==> src/rtl/itof_sched_pkg.sv <==
// Shared helpers for the int-to-float issue scheduler.
// Width helpers and the deterministic idle operand.
package itof_sched_pkg;

    localparam logic [31:0] IDLE_X = 32'h0;

    function automatic int idw(input int n);
        return (n > 1) ? $clog2(n) : 1;
    endfunction

    function automatic int entw(input int tagw, input int nreq);
        return 32 + tagw + idw(nreq);
    endfunction

endpackage

==> src/rtl/itof_sched_fifo.sv <==
// First-word-fall-through result buffer for itof_sched.
// Head is zero while empty so res_* stay clean after reset.
module itof_sched_fifo #(
    parameter int W     = 38,
    parameter int DEPTH = 4
) (
    input  logic         clk,
    input  logic         rst,
    input  logic         push,
    input  logic [W-1:0] din,
    input  logic         pop,
    output logic [W-1:0] dout,
    output logic         full,
    output logic         empty
);

    localparam int AW = (DEPTH > 1) ? $clog2(DEPTH) : 1;
    localparam int CW = $clog2(DEPTH + 1);

    logic [W-1:0]  mem [DEPTH];
    logic [AW-1:0] rd;
    logic [AW-1:0] wr;
    logic [CW-1:0] count;
    logic          do_push;
    logic          do_pop;

    assign full    = (count == CW'(DEPTH));
    assign empty   = (count == '0);
    assign do_pop  = pop & ~empty;
    assign do_push = push & (~full | do_pop);
    assign dout    = empty ? '0 : mem[rd];

    always_ff @(posedge clk) begin
        if (do_push) begin
            mem[wr] <= din;
        end
    end

    always_ff @(posedge clk or posedge rst) begin
        if (rst) begin
            rd    <= '0;
            wr    <= '0;
            count <= '0;
        end else begin
            if (do_push) begin
                wr <= wr + AW'(1);
            end
            if (do_pop) begin
                rd <= rd + AW'(1);
            end
            count <= count + CW'(do_push) - CW'(do_pop);
        end
    end

endmodule

==> src/rtl/itof_sched.sv <==
// Round-robin scheduler sharing one int-to-float converter among NREQ ports.
// Optional counters: define ITOF_SCHED_STATS_EN for stat_issue/stat_stall.
module itof_sched
    import itof_sched_pkg::*;
#(
    parameter int NREQ  = 2,
    parameter int LAT   = 1,
    parameter int TAGW  = 5,
    parameter int DEPTH = 4,
    localparam int IDW  = idw(NREQ)
) (
    input  logic                 clk,
    input  logic                 rst,
    input  logic [NREQ-1:0]      req_valid,
    input  logic [NREQ*32-1:0]   req_data,
    input  logic [NREQ*TAGW-1:0] req_tag,
    output logic [NREQ-1:0]      req_ready,
    output logic [31:0]          cvt_x,
    input  logic [31:0]          cvt_y,
    output logic                 res_valid,
    output logic [31:0]          res_data,
    output logic [TAGW-1:0]      res_tag,
    output logic [IDW-1:0]       res_id,
    input  logic                 res_ready
`ifdef ITOF_SCHED_STATS_EN
    ,
    output logic [31:0]          stat_issue,
    output logic [31:0]          stat_stall
`endif
);

    localparam int CW = $clog2(DEPTH + 1);

    typedef struct packed {
        logic [31:0]     data;
        logic [TAGW-1:0] tag;
        logic [IDW-1:0]  id;
    } ent_t;

    logic [IDW-1:0]  rr;
    logic [IDW-1:0]  grant;
    logic            found;
    logic [CW-1:0]   cnt;
    logic            credit;
    logic            issue;
    logic            pop;
    logic            push;
    logic            ffull;
    logic            fempty;
    logic [LAT-1:0]  pv;
    logic [TAGW-1:0] ptag [LAT];
    logic [IDW-1:0]  pid  [LAT];
    ent_t            fin;
    ent_t            fout;

    always_comb begin
        int idx;
        logic [NREQ-1:0] sh;
        found = 1'b0;
        grant = '0;
        idx   = 0;
        sh    = '0;
        for (int k = 0; k < NREQ; k++) begin
            idx = int'(rr) + k;
            if (idx >= NREQ) begin
                idx = idx - NREQ;
            end
            sh = req_valid >> idx;
            if (!found && sh[0]) begin
                found = 1'b1;
                grant = IDW'(idx);
            end
        end
    end

    // Full FIFO gating is redundant with the credit count but keeps push safe.
    assign credit = (cnt < CW'(DEPTH)) & ~ffull;

    always_comb begin
        req_ready = '0;
        if (found && credit && !rst) begin
            req_ready = NREQ'(1) << grant;
        end
    end

    assign issue = |(req_valid & req_ready);
    assign cvt_x = issue ? req_data[32*int'(grant) +: 32] : IDLE_X;

    always_ff @(posedge clk or posedge rst) begin
        if (rst) begin
            rr  <= '0;
            cnt <= '0;
        end else begin
            if (issue) begin
                rr <= (grant == IDW'(NREQ - 1)) ? '0 : grant + IDW'(1);
            end
            cnt <= cnt + CW'(issue) - CW'(pop);
        end
    end

    always_ff @(posedge clk or posedge rst) begin
        if (rst) begin
            pv <= '0;
            for (int i = 0; i < LAT; i++) begin
                ptag[i] <= '0;
                pid[i]  <= '0;
            end
        end else begin
            pv[0]   <= issue;
            ptag[0] <= issue ? req_tag[TAGW*int'(grant) +: TAGW] : '0;
            pid[0]  <= issue ? grant : '0;
            for (int i = 1; i < LAT; i++) begin
                pv[i]   <= pv[i-1];
                ptag[i] <= ptag[i-1];
                pid[i]  <= pid[i-1];
            end
        end
    end

    assign push = pv[LAT-1];
    assign fin  = '{data: cvt_y, tag: ptag[LAT-1], id: pid[LAT-1]};
    assign pop  = res_valid & res_ready;

    itof_sched_fifo #(
        .W     ($bits(ent_t)),
        .DEPTH (DEPTH)
    ) u_fifo (
        .clk   (clk),
        .rst   (rst),
        .push  (push),
        .din   (fin),
        .pop   (pop),
        .dout  (fout),
        .full  (ffull),
        .empty (fempty)
    );

    assign res_valid = ~fempty;
    assign res_data  = fout.data;
    assign res_tag   = fout.tag;
    assign res_id    = fout.id;

`ifdef ITOF_SCHED_STATS_EN
    always_ff @(posedge clk or posedge rst) begin
        if (rst) begin
            stat_issue <= '0;
            stat_stall <= '0;
        end else begin
            if (issue) begin
                stat_issue <= stat_issue + 32'd1;
            end
            if (|req_valid && !issue) begin
                stat_stall <= stat_stall + 32'd1;
            end
        end
    end
`endif

endmodule

==> config.mk <==
export PLATFORM = sky130hd
export DESIGN_NAME = itof_sched
export DESIGN_NICKNAME = d
export VERILOG_FILES = /design/src/rtl/itof_sched_pkg.sv /design/src/rtl/itof_sched_fifo.sv /design/src/rtl/itof_sched.sv
export SDC_FILE = /design/constraint.sdc
export NUM_CORES = 1
export LEC_CHECK = 0
export ABC_AREA = 0
export CAP_MARGIN = 40
export CORE_AREA = 2 2 120 122
export DETAILED_ROUTE_END_ITERATION = 6
export DIE_AREA = 0 0 122 124
export GPL_ROUTABILITY_DRIVEN = 0
export PLACE_DENSITY = 0.85
export SYNTH_ARGS = -nofsm -noshare
export SYNTH_HDL_FRONTEND = slang
export SYNTH_SLANG_ARGS = --single-unit
export TNS_END_PERCENT = 1
==> constraint.sdc <==
create_clock -name clk -period 6.8 [get_ports clk]
set_clock_uncertainty 0.1 [all_clocks]
set_input_delay 1.7 -clock clk [delete_from_list [all_inputs] [get_ports clk]]
set_output_delay 1.7 -clock clk [all_outputs]
set_load 0.01 [all_outputs]
# --- Yosys cells after proc, flatten, opt, wreduce, memory -nomap -nowiden ---
# Memories as Yosys holds them, arrays and structs flattened.
# Cells that the tools add are included.
totals:
  register_bits: 18
  ram_bits: 152
  in_bits: 111
  out_inout_bits: 73
  wordCells: 58
  n_memories: 1
op_classes:
  addsub: 10
  multipliers: 1
  magnitude_cmp: 3
  n_eq_ne: 1
  n_shift: 5
  muxes: 14
  n_bitwise: 8
  reduce_logical: 7
memory_table:
  columns: ["name", "depth", "width", "rd", "rd_clocked_by_memory_dff", "wr", "line_no", "text"]
  rows:
  - ["u_fifo.mem", 4, 38, 1, 0, 1, "itof_sched_fifo.sv:20", "logic [W-1:0] mem [DEPTH];"]
op_table:
  columns: ["cell", "n"]
  rows:
  - ["two-way mux 32 bit", 3]
  - ["indexed part select 64 x 7 -> 32 bit", 1]
  - [">> shifter 2 x 32 -> 1 bit", 2]
  - ["two-way mux 38 bit", 1]
  - ["indexed part select 10 x 5 -> 5 bit", 1]
  - ["two-way mux 1 bit", 8]
  - ["adder 3 x 1 -> 3 bit", 2]
  - ["subtractor 3 x 1 -> 3 bit", 2]
  - ["two-way mux 5 bit", 1]
  - ["adder 2 x 1 -> 2 bit, second input constant", 2]
  - ["AND 1 bit", 4]
  - ["multiplier 3 x 1 -> 4 bit, first input constant", 1]
  - ["equality test 3 bit, second input constant", 1]
  - ["logical AND 1 bit", 3]
  - ["logical NOT 3 bit", 1]
  - ["less-than comparator 3 bit, second input constant", 1]
  - ["subtractor 1 x 2 -> 3 bit, second input constant", 1]
  - ["subtractor 2 x 2 -> 3 bit, second input constant", 1]
  - ["adder 1 x 1 -> 2 bit, second input constant", 1]
  - ["AND 2 bit", 1]
  - ["greater-or-equal comparator 1 x 2 -> 1 bit, second input constant", 1]
  - ["greater-or-equal comparator 2 bit, second input constant", 1]
  - ["logical NOT 1 bit", 2]
  - ["two-way mux 2 bit", 1]
  - ["5 further kinds", 6]

# --- Longest topological paths before layout ---
# Gate-level depths: netlist of the first run.
depth:
  depth_word: 14
  depth_mapped: 10
  mapped_depth_nobuf: 9

# --- Cells and area by module ---
# From an unflattened synthesis of the first run, not the netlist that was laid out.
hier_totals:
  cells_unflattened: 444
  area_unflattened_um2: 7420.9
modules_own_cells:
  columns: ["module", "instances", "cells_per_inst", "area_per_inst_um2", "seq_area_each_um2"]
  rows:
  - ["itof_sched_fifo", 1, 280, 6175.9, 4739.5]
  - ["itof_sched", 1, 164, 1244.9, 275.3]

# --- Least setup slack after synthesis of the first run ---
# Ideal clock, no wire load.
synth_path:
  kind: "input to output"
  start: "input req_valid[1]"
  end: "output cvt_x[27]"
  arrival_time_ns: 2.645
  required_time_ns: 5.000
  path_slack_ns: 2.355
  path_stages: 6
  n_path_buf: 3
  path_cell_list: "buf_2 > inv_1 > buf_2 > clkbuf_1 > o21ai_0 > a21oi_1"
synth_via:
  elab_chain_len: 11
  word_cells_on_any_way: 16
  cone_classes: "shift: 4; mux: 6; bitwise: 1; reduce/logical: 5"
synth_rtl:
  columns: ["element", "line_no", "text"]
  rows:
  - ["start: declaration", "itof_sched.sv:14", "input logic [NREQ-1:0] req_valid,"]
  - ["branches (longest 10 deep; another with indexed part select 64 x 7 -> 32 bit)", null, null]
  - ["two-way mux 32 bit *", "itof_sched.sv:87", "assign cvt_x = issue ? req_data[32*int'(grant) +: 32] : IDLE_X;"]
  - ["end: declaration", "itof_sched.sv:18", "output logic [31:0] cvt_x,"]
# Every way passes the cells marked *.

# --- Worst setup path after layout of the first run ---
layout_path:
  start: "input req_valid[0]"
  end: "output cvt_x[21]"
# The elaborated chain is that of the path after synthesis.

==> results of run 1 <==
cells in the final DEF, fill, tap and decap left out, types with 2 or more instances in the layout:
master                            instances
sky130_fd_sc_hd__a21oi_1                 38
sky130_fd_sc_hd__and2_1                  39
sky130_fd_sc_hd__and2_2                   4
sky130_fd_sc_hd__buf_12                   5
sky130_fd_sc_hd__buf_4                    5
sky130_fd_sc_hd__clkbuf_16               17
sky130_fd_sc_hd__clkdlybuf4s50_1        183
sky130_fd_sc_hd__clkinv_4                 3
sky130_fd_sc_hd__clkinvlp_4               3
sky130_fd_sc_hd__dfrtp_1                 16
sky130_fd_sc_hd__dfrtp_2                  2
sky130_fd_sc_hd__edfxtp_1               152
sky130_fd_sc_hd__fa_1                     2
sky130_fd_sc_hd__ha_1                     8
sky130_fd_sc_hd__inv_1                   12
sky130_fd_sc_hd__inv_6                    2
sky130_fd_sc_hd__inv_8                    6
sky130_fd_sc_hd__mux4_2                  38
sky130_fd_sc_hd__nand3_1                 38
sky130_fd_sc_hd__nor3_1                   2
sky130_fd_sc_hd__o21ai_0                 35
sky130_fd_sc_hd__o21ai_1                  2
sky130_fd_sc_hd__xnor2_1                  5
sky130_fd_sc_hd__xor2_1                   2
flip-flops by register name (all words and copies together) (netlist names):
register and flops:
cnt 3, pid 1, ptag 5, push 1, rr 1, u_fifo.count 3, u_fifo.mem 152, u_fifo.rd 2
u_fifo.wr 2
metal layers:
layer  track usage, %  share of wire [%]  wire (um)
met1             26.9                 36       6030
met2             42.6                 55       9150
met5                0                  0          0
met4             7.61                1.7        275
met3             5.72                7.2       1200
cell usage after synthesis (3+ instances only):
library cell	number	area share, %
sky130_fd_sc_hd__a21oi_1	38	2.6
sky130_fd_sc_hd__and2_1	39	3.4
sky130_fd_sc_hd__and2_2	4	0.42
sky130_fd_sc_hd__buf_2	12	0.83
sky130_fd_sc_hd__buf_6	3	0.47
sky130_fd_sc_hd__clkbuf_1	15	0.78
sky130_fd_sc_hd__dfrtp_1	18	6.2
sky130_fd_sc_hd__edfxtp_1	152	63
sky130_fd_sc_hd__ha_1	8	1.4
sky130_fd_sc_hd__inv_1	12	0.62
sky130_fd_sc_hd__mux4_2	38	12
sky130_fd_sc_hd__nand3_1	38	2.6
sky130_fd_sc_hd__o21ai_0	35	2.4
sky130_fd_sc_hd__xnor2_1	5	0.61
where the power goes:
group / switching, mW / leakage [nW] / internal, mW
Combinational: 0.594 / 1.47 / 0.790
Sequential: 0.0998 / 1.60 / 1.29
Clock: 0.427 / 0.275 / 0.489
Total: 1.12 / 3.34 / 2.57
metrics by stage:
stage / power [mW] / instances
6_report: 3.69 / 812
4_1_cts: 3.74 / 811
2_1_floorplan: 2.18 / 439
3_5_place_dp: 2.82 / 779
3_3_place_gp: 2.74 / 773
5_1_grt: 3.88 / 811
how the worst max path moves through the flow:
stage / from / to / slack [ns] / cells past startpoint
floorplan: req_valid[1] / cvt_x[27] / 2.35 / 6
global placement: req_valid[0] / cvt_x[21] / 0.98 / 5
detailed placement: req_valid[0] / cvt_x[21] / 1.05 / 5
CTS: req_valid[0] / cvt_x[21] / 1.04 / 5
global route: req_valid[0] / cvt_x[21] / 0.81 / 5
finish: req_valid[0] / cvt_x[21] / 1.07 / 5
cell type report:
class	count	share of cell area [%]
sequential	170	50.9
multi-input combinational	223	20.3
timing repair buffer	194	20.1
clock buffer	17	4.32
tap	180	2.29
clock inverter	15	1.52
inverter	12	0.457
antenna	1	0.0254
worst max-delay path, delay by kind of cell:
kind            cells  cell delay, ns
compound gates      2            0.37
simple gates        1            0.71
buf+inv             2            1.15
logic make-up (layout without fill, tap and decap cells):
| kind of cell | Yosys count | after routing | share of synthesized area, % |
|---|---|---|---|
| DFF | 170 | 170 | 69.4 |
| and+or+nand+nor | 88 | 88 | 7.06 |
| AOI/OAI and AO/OA | 79 | 79 | 5.78 |
| buffers and inverters | 46 | 238 | 2.98 |
| muxes | 39 | 39 | 12.0 |
| adders and majority gates | 10 | 10 | 1.94 |
| xor gates and xnor gates | 7 | 7 | 0.848 |
| other | 0 | 1 | 0 |
==> results.sh, run 1 <==
export IMPL_run_status="completed"
export IMPL_warnings_synthesis=0
export IMPL_worst_r2r_endpoint="u_fifo.count[2]"
export IMPL_crit_path_top_delay_cell="sky130_fd_sc_hd__and2b_1"
export IMPL_sequential_standard_cell_area_um2=5020
export IMPL_power_leakage_nw=3.34
export IMPL_cts_path_max_buffers=2
export IMPL_layout_setup_ws_ns=1.07
export IMPL_totalNegativeSetupSlack_ns=0
export IMPL_worst_hold_startpoint="cnt[2]"
export IMPL_start_util_pct=52.7
export IMPL_detail_route_iter0_violations=276
export IMPL_post_detailed_route_count_of_antenna_violating_nets=0
export IMPL_wl_per_cell_um=20.5
export IMPL_post_cts_repair_setup_buffers=0
export IMPL_worst_r2r_path_depth=8
export IMPL_ioPinCount=184
export IMPL_hold_depth=1
export IMPL_timing_max_cap_violations=0
export IMPL_dp_hpwl_um=11100
export IMPL_most_common_flop_cell_mapped_by_yosys="sky130_fd_sc_hd__edfxtp_1"
export IMPL_grt_remaining_overflow=0
export IMPL_post_cts_hold_buffer_count=0
export IMPL_postPlaceCellArea_um2=9270
export IMPL_count_of_flip_flops_with_a_built_in_enable_after_synthesis=152
export IMPL_cp_data_required_time_ns=5.00
export IMPL_netlist_instances=439
export IMPL_crit_chain="clkdlybuf4s50_1 > and2b_1 > o21ai_0 > a21oi_1 > clkdlybuf4s50_1"
export IMPL_design_final_nets=739
export IMPL_unrepaired_setup_endpoints_after_global_routing="false"
export IMPL_dieArea_um2=15100
export IMPL_slew_headroom_pct=42.7
export IMPL_count_of_tritonroute_iterations_in_the_first_routing_pass=4
export IMPL_share_of_the_clock_period_used_by_the_worst_path_pct=84.3
export IMPL_filler_cell_count=884
export IMPL_arrival_time_at_the_worst_endpoint_ns=3.93
export IMPL_vias=4560
export IMPL_asyncSetResetFlopFracSynth_pct=10.6
export IMPL_vias_per_cell=5.62
export IMPL_cp_start_kind="input port"
export IMPL_worst_hold_path_endpoint="cnt[2]"
export IMPL_crit_path_end_kind="output port"
export IMPL_final_design_area_no_fill_um2=9850
export IMPL_peakVddDrop_mv=0.199
export IMPL_synth_area_um2=7230
export IMPL_timing_hold_worst_class="reg2reg"
export IMPL_grt_pass1_vias=4769
export IMPL_clk_transition_reported_paths_ns=0.07
export IMPL_finalMaxSlewViolations=0
export IMPL_grt_start_max_net_pins=43
export IMPL_final_hold_viol_count=0
export IMPL_syn2layout_area_growth_pct=36.2
export IMPL_mappedNetlistNets=560
export IMPL_drt_total_wl_um=16700
export IMPL_cts_tree="yes"
export IMPL_dp_slack_ns=1.05
export IMPL_die_w_um=122
export IMPL_synth_seq_cells=170
export IMPL_timing_worst_setup_path_type="in2out"
export IMPL_num_rows=43
export IMPL_clock_insertion_delay_at_the_later_pin_of_the_skew_report_ns=0.42
export IMPL_r2r_start="u_fifo.count[2]"
export IMPL_groute_usage_overall_pct=23.3
export IMPL_hold_slack_ns=0.379
export IMPL_ys_types=31
export IMPL_grt_antenna_before_repair=0
export IMPL_power_density_nw_per_um2=375
export IMPL_timing_fmax_mhz=174
export IMPL_crit_top_cell="sky130_fd_sc_hd__clkdlybuf4s50_1"
export IMPL_core_area_um2=13700
export IMPL_clkSinkCount=170
export IMPL_io_buffers=183
export IMPL_route_detailed_drc=0
export IMPL_cts_htree_levels=4
export IMPL_seq_area_frac_synth_pct=69.4
export IMPL_worst_pin_slew_ns=0.859
export IMPL_worstPathMaxFanout=33
export IMPL_root_buffer="sky130_fd_sc_hd__clkbuf_16"
export IMPL_grt_first_pass_wirelength_um=25600
export IMPL_synth_avg_cell_area_um2=16.5
export IMPL_multi_input_area_um2=2000
export IMPL_floorplan_die_height_um=124
export IMPL_cts_inserted_buffers=17
export IMPL_number_of_gates_resized_after_cts=0
export IMPL_report_final_setup_viol=0
export IMPL_max_stage_delay_ns=0.71
export IMPL_finish_utilization_pct=71.8
export IMPL_post_route_cells_drive_above_1_share_pct=14.6
export IMPL_register_to_register_setup_slack_ns=3.82
export IMPL_finalWorstPathRequiredPeriod_ns=5.73
No activity file was read; power rests on OpenSTA's default activity.
==> inputs of run 2 (changes only) <==
- CORE_AREA: 2 2 120 122 -> 2 2 132 134
- DIE_AREA: 0 0 122 124 -> 0 0 134 136
- PLACE_DENSITY: 0.85 -> 0.75
- clock period: 6.8 -> 5.2 ns (I/O delays scaled with it)
==> run 2 against run 1 <==
Compared with the run above:
- clock power up 32%
- first-iteration DRC count is 2.5% lower
- clock-buffer cell count unchanged
- via count down 0.68%
- routed wire length down 7.1%
- die area is 20% higher
- register-to-register slack got worse by 1.6 ns
- sequential power increased by 31%
- flip-flop and latch count stayed put
- hold slack improved by 0.0030 ns
- critical path type unchanged
==> results.sh, run 2 (synthesized netlist as in run 1, its figures left out) <==
export IMPL_timing_hold_worst_class="reg2reg"
export IMPL_post_cts_hold_buffer_count=0
export IMPL_finalWorstPathRequiredPeriod_ns=4.87
export IMPL_clock_insertion_delay_at_the_later_pin_of_the_skew_report_ns=0.42
export IMPL_peakVddDrop_mv=0.322
export IMPL_crit_path_end_kind="output port"
export IMPL_syn2layout_area_growth_pct=37.4
export IMPL_timing_max_cap_violations=0
export IMPL_final_design_area_no_fill_um2=9940
export IMPL_detail_route_iter0_violations=269
export IMPL_layout_common_cells="183 x sky130_fd_sc_hd__clkdlybuf4s50_1, 152 x sky130_fd_sc_hd__edfxtp_1, 39 x sky130_fd_sc_hd__and2_1"
export IMPL_groute_usage_overall_pct=18.1
export IMPL_vias=4529
export IMPL_final_hold_viol_count=0
export IMPL_io_buffers=183
export IMPL_cts_tree="yes"
export IMPL_count_of_tritonroute_iterations_in_the_first_routing_pass=5
export IMPL_report_final_setup_viol=0
export IMPL_worst_hold_startpoint="cnt[0]"
export IMPL_cts_path_max_buffers=2
export IMPL_wl_per_cell_um=18.1
export IMPL_drt_total_wl_um=15500
export IMPL_num_rows=48
export IMPL_worst_r2r_path_depth=8
export IMPL_power_leakage_nw=3.35
export IMPL_share_of_the_clock_period_used_by_the_worst_path_pct=93.6
export IMPL_run_status="completed"
export IMPL_totalNegativeSetupSlack_ns=0
export IMPL_root_buffer="sky130_fd_sc_hd__clkbuf_16"
export IMPL_post_cts_repair_setup_buffers=0
export IMPL_filler_cell_count=1250
export IMPL_timing_worst_setup_path_type="in2out"
export IMPL_grt_antenna_before_repair=0
export IMPL_slew_headroom_pct=41.4
export IMPL_total_power_mw=4.83
export IMPL_grt_remaining_overflow=0
export IMPL_path_buf_inv=4
export IMPL_cts_htree_levels=4
export IMPL_dp_hpwl_um=10300
export IMPL_crit_path_top_delay_cell="sky130_fd_sc_hd__clkdlybuf4s50_1"
export IMPL_number_of_gates_resized_after_cts=0
export IMPL_die_w_um=134
export IMPL_postPlaceCellArea_um2=9360
export IMPL_grt_pass1_vias=4840
export IMPL_design_final_nets=739
export IMPL_cp_start_kind="input port"
export IMPL_critical_path_top_delay_family="buffers and inverters"
export IMPL_arrival_time_at_the_worst_endpoint_ns=3.47
export IMPL_core_area_um2=16900
export IMPL_start_util_pct=42.8
export IMPL_largest_registers_ranked_by_flip_flop_count="u_fifo.mem (152), ptag (5)"
export IMPL_worstPathMaxFanout=33
export IMPL_grt_first_pass_wirelength_um=24900
export IMPL_r2r_start="u_fifo.count[2]"
export IMPL_cts_inserted_buffers=17
export IMPL_vias_per_cell=5.28
export IMPL_largest_register_ff_count=152
export IMPL_worst_hold_path_endpoint="cnt[0]"
export IMPL_crit_top_cell="sky130_fd_sc_hd__clkdlybuf4s50_1"
export IMPL_post_detailed_route_count_of_antenna_violating_nets=0
export IMPL_floorplan_die_height_um=136
export IMPL_final_common_cell="sky130_fd_sc_hd__clkdlybuf4s50_1"
export IMPL_timing_fmax_mhz=205
export IMPL_finish_utilization_pct=58.9
export IMPL_finalMaxSlewViolations=0
export IMPL_hold_slack_ns=0.382
export IMPL_power_density_nw_per_um2=487
export IMPL_unrepaired_setup_endpoints_after_global_routing="false"
export IMPL_max_stage_delay_ns=0.64
export IMPL_post_route_cells_drive_above_1_share_pct=14.3
export IMPL_register_to_register_setup_slack_ns=2.21
export IMPL_largest_register="u_fifo.mem"
export IMPL_ioPinCount=184
export IMPL_crit_chain="clkdlybuf4s50_1 > inv_1 > buf_4 > o21ai_0 > a21oi_1 > clkdlybuf4s50_1"
export IMPL_clkSinkCount=170
export IMPL_clk_transition_reported_paths_ns=0.06
export IMPL_dieArea_um2=18200
export IMPL_hold_depth=1
export IMPL_grt_start_max_net_pins=42
export IMPL_worst_r2r_endpoint="u_fifo.count[2]"
export IMPL_route_detailed_drc=0
export IMPL_cp_data_required_time_ns=3.80
export IMPL_worst_pin_slew_ns=0.875
==> run 2: per-stage QoR <==
stage,worst slack [ns],instances
6_report,0.331,857
5_1_grt,0.165,856
4_1_cts,0.338,856
3_5_place_dp,0.335,824
3_3_place_gp,0.430,819
2_1_floorplan,1.55,439
==> run 2: metal layers <==
| metal | wire length [um] | track usage, % | vias to the layer above | share of wire, % |
|---|---|---|---|---|
| li1 | - | - | 2050 | - |
| met1 | 5990 | 20.8 | 2256 | 39 |
| met2 | 8010 | 31.6 | 196 | 52 |
| met3 | 1070 | 5.52 | 27 | 6.9 |
| met4 | 403 | 7.39 | 0 | 2.6 |
| met5 | 0 | 0 | - | 0 |
==> run 2: how the worst max path moves through the flow <==
| stage | cells after the start | end | start |
|---|---|---|---|
| final | 6 | cvt_x[2] | req_valid[1] |
| after detailed placement | 6 | cvt_x[0] | req_valid[1] |
| after global routing | 6 | cvt_x[15] | req_valid[1] |
| after CTS | 6 | cvt_x[0] | req_valid[1] |
| after global placement | 6 | cvt_x[0] | req_valid[1] |
| after floorplan | 6 | cvt_x[27] | req_valid[1] |
==> run 2: final cells by class <==
| class | instances | area (um^2) | share of cell area (%) |
|---|---|---|---|
| flip-flops and latches | 170 | 5020 | 50.5 |
| multi-input cells | 223 | 2010 | 20.2 |
| repair buffers | 194 | 2000 | 20.2 |
| clock buffers | 17 | 425 | 4.28 |
| well taps | 225 | 282 | 2.83 |
| clock inverters | 15 | 151 | 1.52 |
| inverters | 12 | 45.0 | 0.453 |
| diodes | 1 | 2.50 | 0.0252 |
==> run 2: where the power goes <==
part	leakage [nW]	internal [mW]	switching (mW)
Clock	0.270	0.704	0.504
Combinational	1.48	1.05	0.762
Sequential	1.60	1.69	0.124
Total	3.35	3.44	1.39
==> inputs of run 3 (changes only) <==
- ABC_CLOCK_PERIOD_IN_PS: default -> 5200
- CORE_AREA: 2 2 132 134 -> 2 2 121 146
- DIE_AREA: 0 0 134 136 -> 0 0 123 148
==> run 3 against run 2 <==
Compared with the run above:
- power rose by 1.1%
- maximum frequency rose by 3.7%
- critical path depth did not move
- design area barely moved
- sequential power barely moved
- die area fell by 0.11%
- worst setup slack improved by 0.17 ns
- hold slack got worse by 0.0026 ns
- via count rose by 0.26%
- critical path type unchanged
- critical endpoint is now cvt_x[12]
==> results.sh, run 3 (synthesized netlist as in run 1, its figures left out) <==
export IMPL_post_cts_hold_buffer_count=0
export IMPL_dieArea_um2=18200
export IMPL_count_of_tritonroute_iterations_in_the_first_routing_pass=4
export IMPL_slew_headroom_pct=50.3
export IMPL_hold_depth=1
export IMPL_peakVddDrop_mv=0.308
export IMPL_design_final_nets=739
export IMPL_finalWorstPathRequiredPeriod_ns=4.70
export IMPL_worstPathMaxFanout=39
export IMPL_report_final_setup_viol=0
export IMPL_totalNegativeSetupSlack_ns=0
export IMPL_cts_path_max_buffers=2
export IMPL_run_status="completed"
export IMPL_floorplan_die_height_um=148
export IMPL_grt_first_pass_wirelength_um=25300
export IMPL_crit_path_end_kind="output port"
export IMPL_dp_hpwl_um=11000
export IMPL_post_route_cells_drive_above_1_share_pct=14.3
export IMPL_worst_r2r_path_depth=8
export IMPL_antenna_cells=0
export IMPL_start_util_pct=43.1
export IMPL_largest_register_ff_count=152
export IMPL_timing_fmax_mhz=213
export IMPL_worst_pin_slew_ns=0.745
export IMPL_share_of_the_clock_period_used_by_the_worst_path_pct=90.3
export IMPL_finalMaxSlewViolations=0
export IMPL_groute_usage_overall_pct=18.5
export IMPL_ioPinCount=184
export IMPL_grt_start_max_net_pins=42
export IMPL_grt_pass1_vias=5010
export IMPL_io_buffers=183
export IMPL_post_detailed_route_count_of_antenna_violating_nets=0
export IMPL_vias_per_cell=5.36
export IMPL_largest_registers_ranked_by_flip_flop_count="u_fifo.mem (152), ptag (5)"
export IMPL_layout_common_cells="183 x sky130_fd_sc_hd__clkdlybuf4s50_1, 152 x sky130_fd_sc_hd__edfxtp_1, 39 x sky130_fd_sc_hd__and2_1"
export IMPL_cp_start_kind="input port"
export IMPL_clk_transition_reported_paths_ns=0.06
export IMPL_r2r_start="u_fifo.count[2]"
export IMPL_worst_hold_startpoint="cnt[2]"
export IMPL_layout_setup_ws_ns=0.503
export IMPL_worst_hold_path_endpoint="cnt[2]"
export IMPL_die_w_um=123
export IMPL_unrepaired_setup_endpoints_after_global_routing="false"
export IMPL_worst_r2r_endpoint="u_fifo.count[2]"
export IMPL_dp_slack_ns=0.503
export IMPL_core_area_um2=16800
export IMPL_filler_cell_count=1292
export IMPL_vias=4541
export IMPL_syn2layout_area_growth_pct=37.5
export IMPL_drt_total_wl_um=16100
export IMPL_arrival_time_at_the_worst_endpoint_ns=3.30
export IMPL_clock_insertion_delay_at_the_later_pin_of_the_skew_report_ns=0.41
export IMPL_cts_tree="yes"
export IMPL_grt_antenna_before_repair=0
export IMPL_cts_inserted_buffers=17
export IMPL_route_detailed_drc=0
export IMPL_clkSinkCount=170
export IMPL_wl_per_cell_um=19.0
export IMPL_timing_max_cap_violations=0
export IMPL_number_of_gates_resized_after_cts=0
export IMPL_largest_register="u_fifo.mem"
export IMPL_num_rows=52
export IMPL_grt_remaining_overflow=0
export IMPL_timing_hold_worst_class="reg2reg"
export IMPL_final_hold_viol_count=0
export IMPL_register_to_register_setup_slack_ns=2.19
export IMPL_root_buffer="sky130_fd_sc_hd__clkbuf_16"
export IMPL_detail_route_iter0_violations=325
export IMPL_timing_worst_setup_path_type="in2out"
export IMPL_final_common_cell="sky130_fd_sc_hd__clkdlybuf4s50_1"
export IMPL_power_leakage_nw=3.37
export IMPL_cp_data_required_time_ns=3.80
export IMPL_post_cts_repair_setup_buffers=0
export IMPL_power_density_nw_per_um2=491
export IMPL_cts_htree_levels=4
[run 3: changes by cell type in the layout (fill, tap and decap cells not counted), sizes merged]
| cell | previous run | this run |
|---|---|---|
| inv | 13 | 18 |
| clkinvlp | 4 | 1 |
| clkinv | 8 | 6 |
| diode | 1 | 0 |
[run 3: worst max path at each step]
| stage | end | from | slack, ns |
|---|---|---|---|
| after floorplan | cvt_x[27] | req_valid[1] | 1.55 |
| after global placement | cvt_x[18] | req_valid[1] | 0.46 |
| after detailed placement | cvt_x[25] | req_valid[0] | 0.50 |
| after CTS | cvt_x[25] | req_valid[0] | 0.50 |
| after global routing | cvt_x[25] | req_valid[0] | 0.37 |
| final | cvt_x[12] | req_valid[0] | 0.50 |
[run 3: area by class of cell]
type | instances | area [um^2] | area share, %
clock buffers | 17 | 425 | 4.28
clock inverters | 15 | 161 | 1.62
inverters | 12 | 45.0 | 0.453
multi-input cells | 223 | 2010 | 20.2
flip-flops and latches | 170 | 5020 | 50.4
well taps | 216 | 270 | 2.72
repair buffers | 194 | 2020 | 20.3
[run 3: through the flow]
step | utilization, % | cells | hold slack, ns | instance area, um^2 | power, mW
6_report | 59.3 | 847 | 0.379 | 9950 | 4.89
3_5_place_dp | 55.8 | 815 | 0.370 | 9360 | 3.72
5_1_grt | 59.3 | 847 | 0.401 | 9950 | 5.17
3_3_place_gp | 54.9 | 809 | 0.361 | 9220 | 3.62
4_1_cts | 59.3 | 847 | 0.379 | 9950 | 4.96
2_1_floorplan | - | 439 | 0.346 | 7230 | 2.85
[run 3: routing by layer]
metal  vias to the layer above  wire [um]  global-route usage (%)
met5                         -          0                       0
met2                       198       8650                    33.6
met4                         0        344                    6.53
met1                      2274       6200                    21.1
li1                       2051          -                       -
met3                        18        936                    4.32
[run 3: report_power, final]
group | switching (mW) | total [mW] | internal [mW] | leakage [nW]
clock | 0.519 | 1.24 | 0.717 | 0.286
combinational | 0.749 | 1.81 | 1.06 | 1.48
sequential | 0.151 | 1.84 | 1.69 | 1.60
[run 3: worst max-delay path, cell delays in order]
cell and delay (ns):
sky130_fd_sc_hd__clkdlybuf4s50_1 0.58, sky130_fd_sc_hd__and2b_1 0.17, sky130_fd_sc_hd__buf_4 0.32, sky130_fd_sc_hd__o21ai_0 0.17, sky130_fd_sc_hd__a21oi_1 0.18, sky130_fd_sc_hd__clkdlybuf4s50_1 0.56
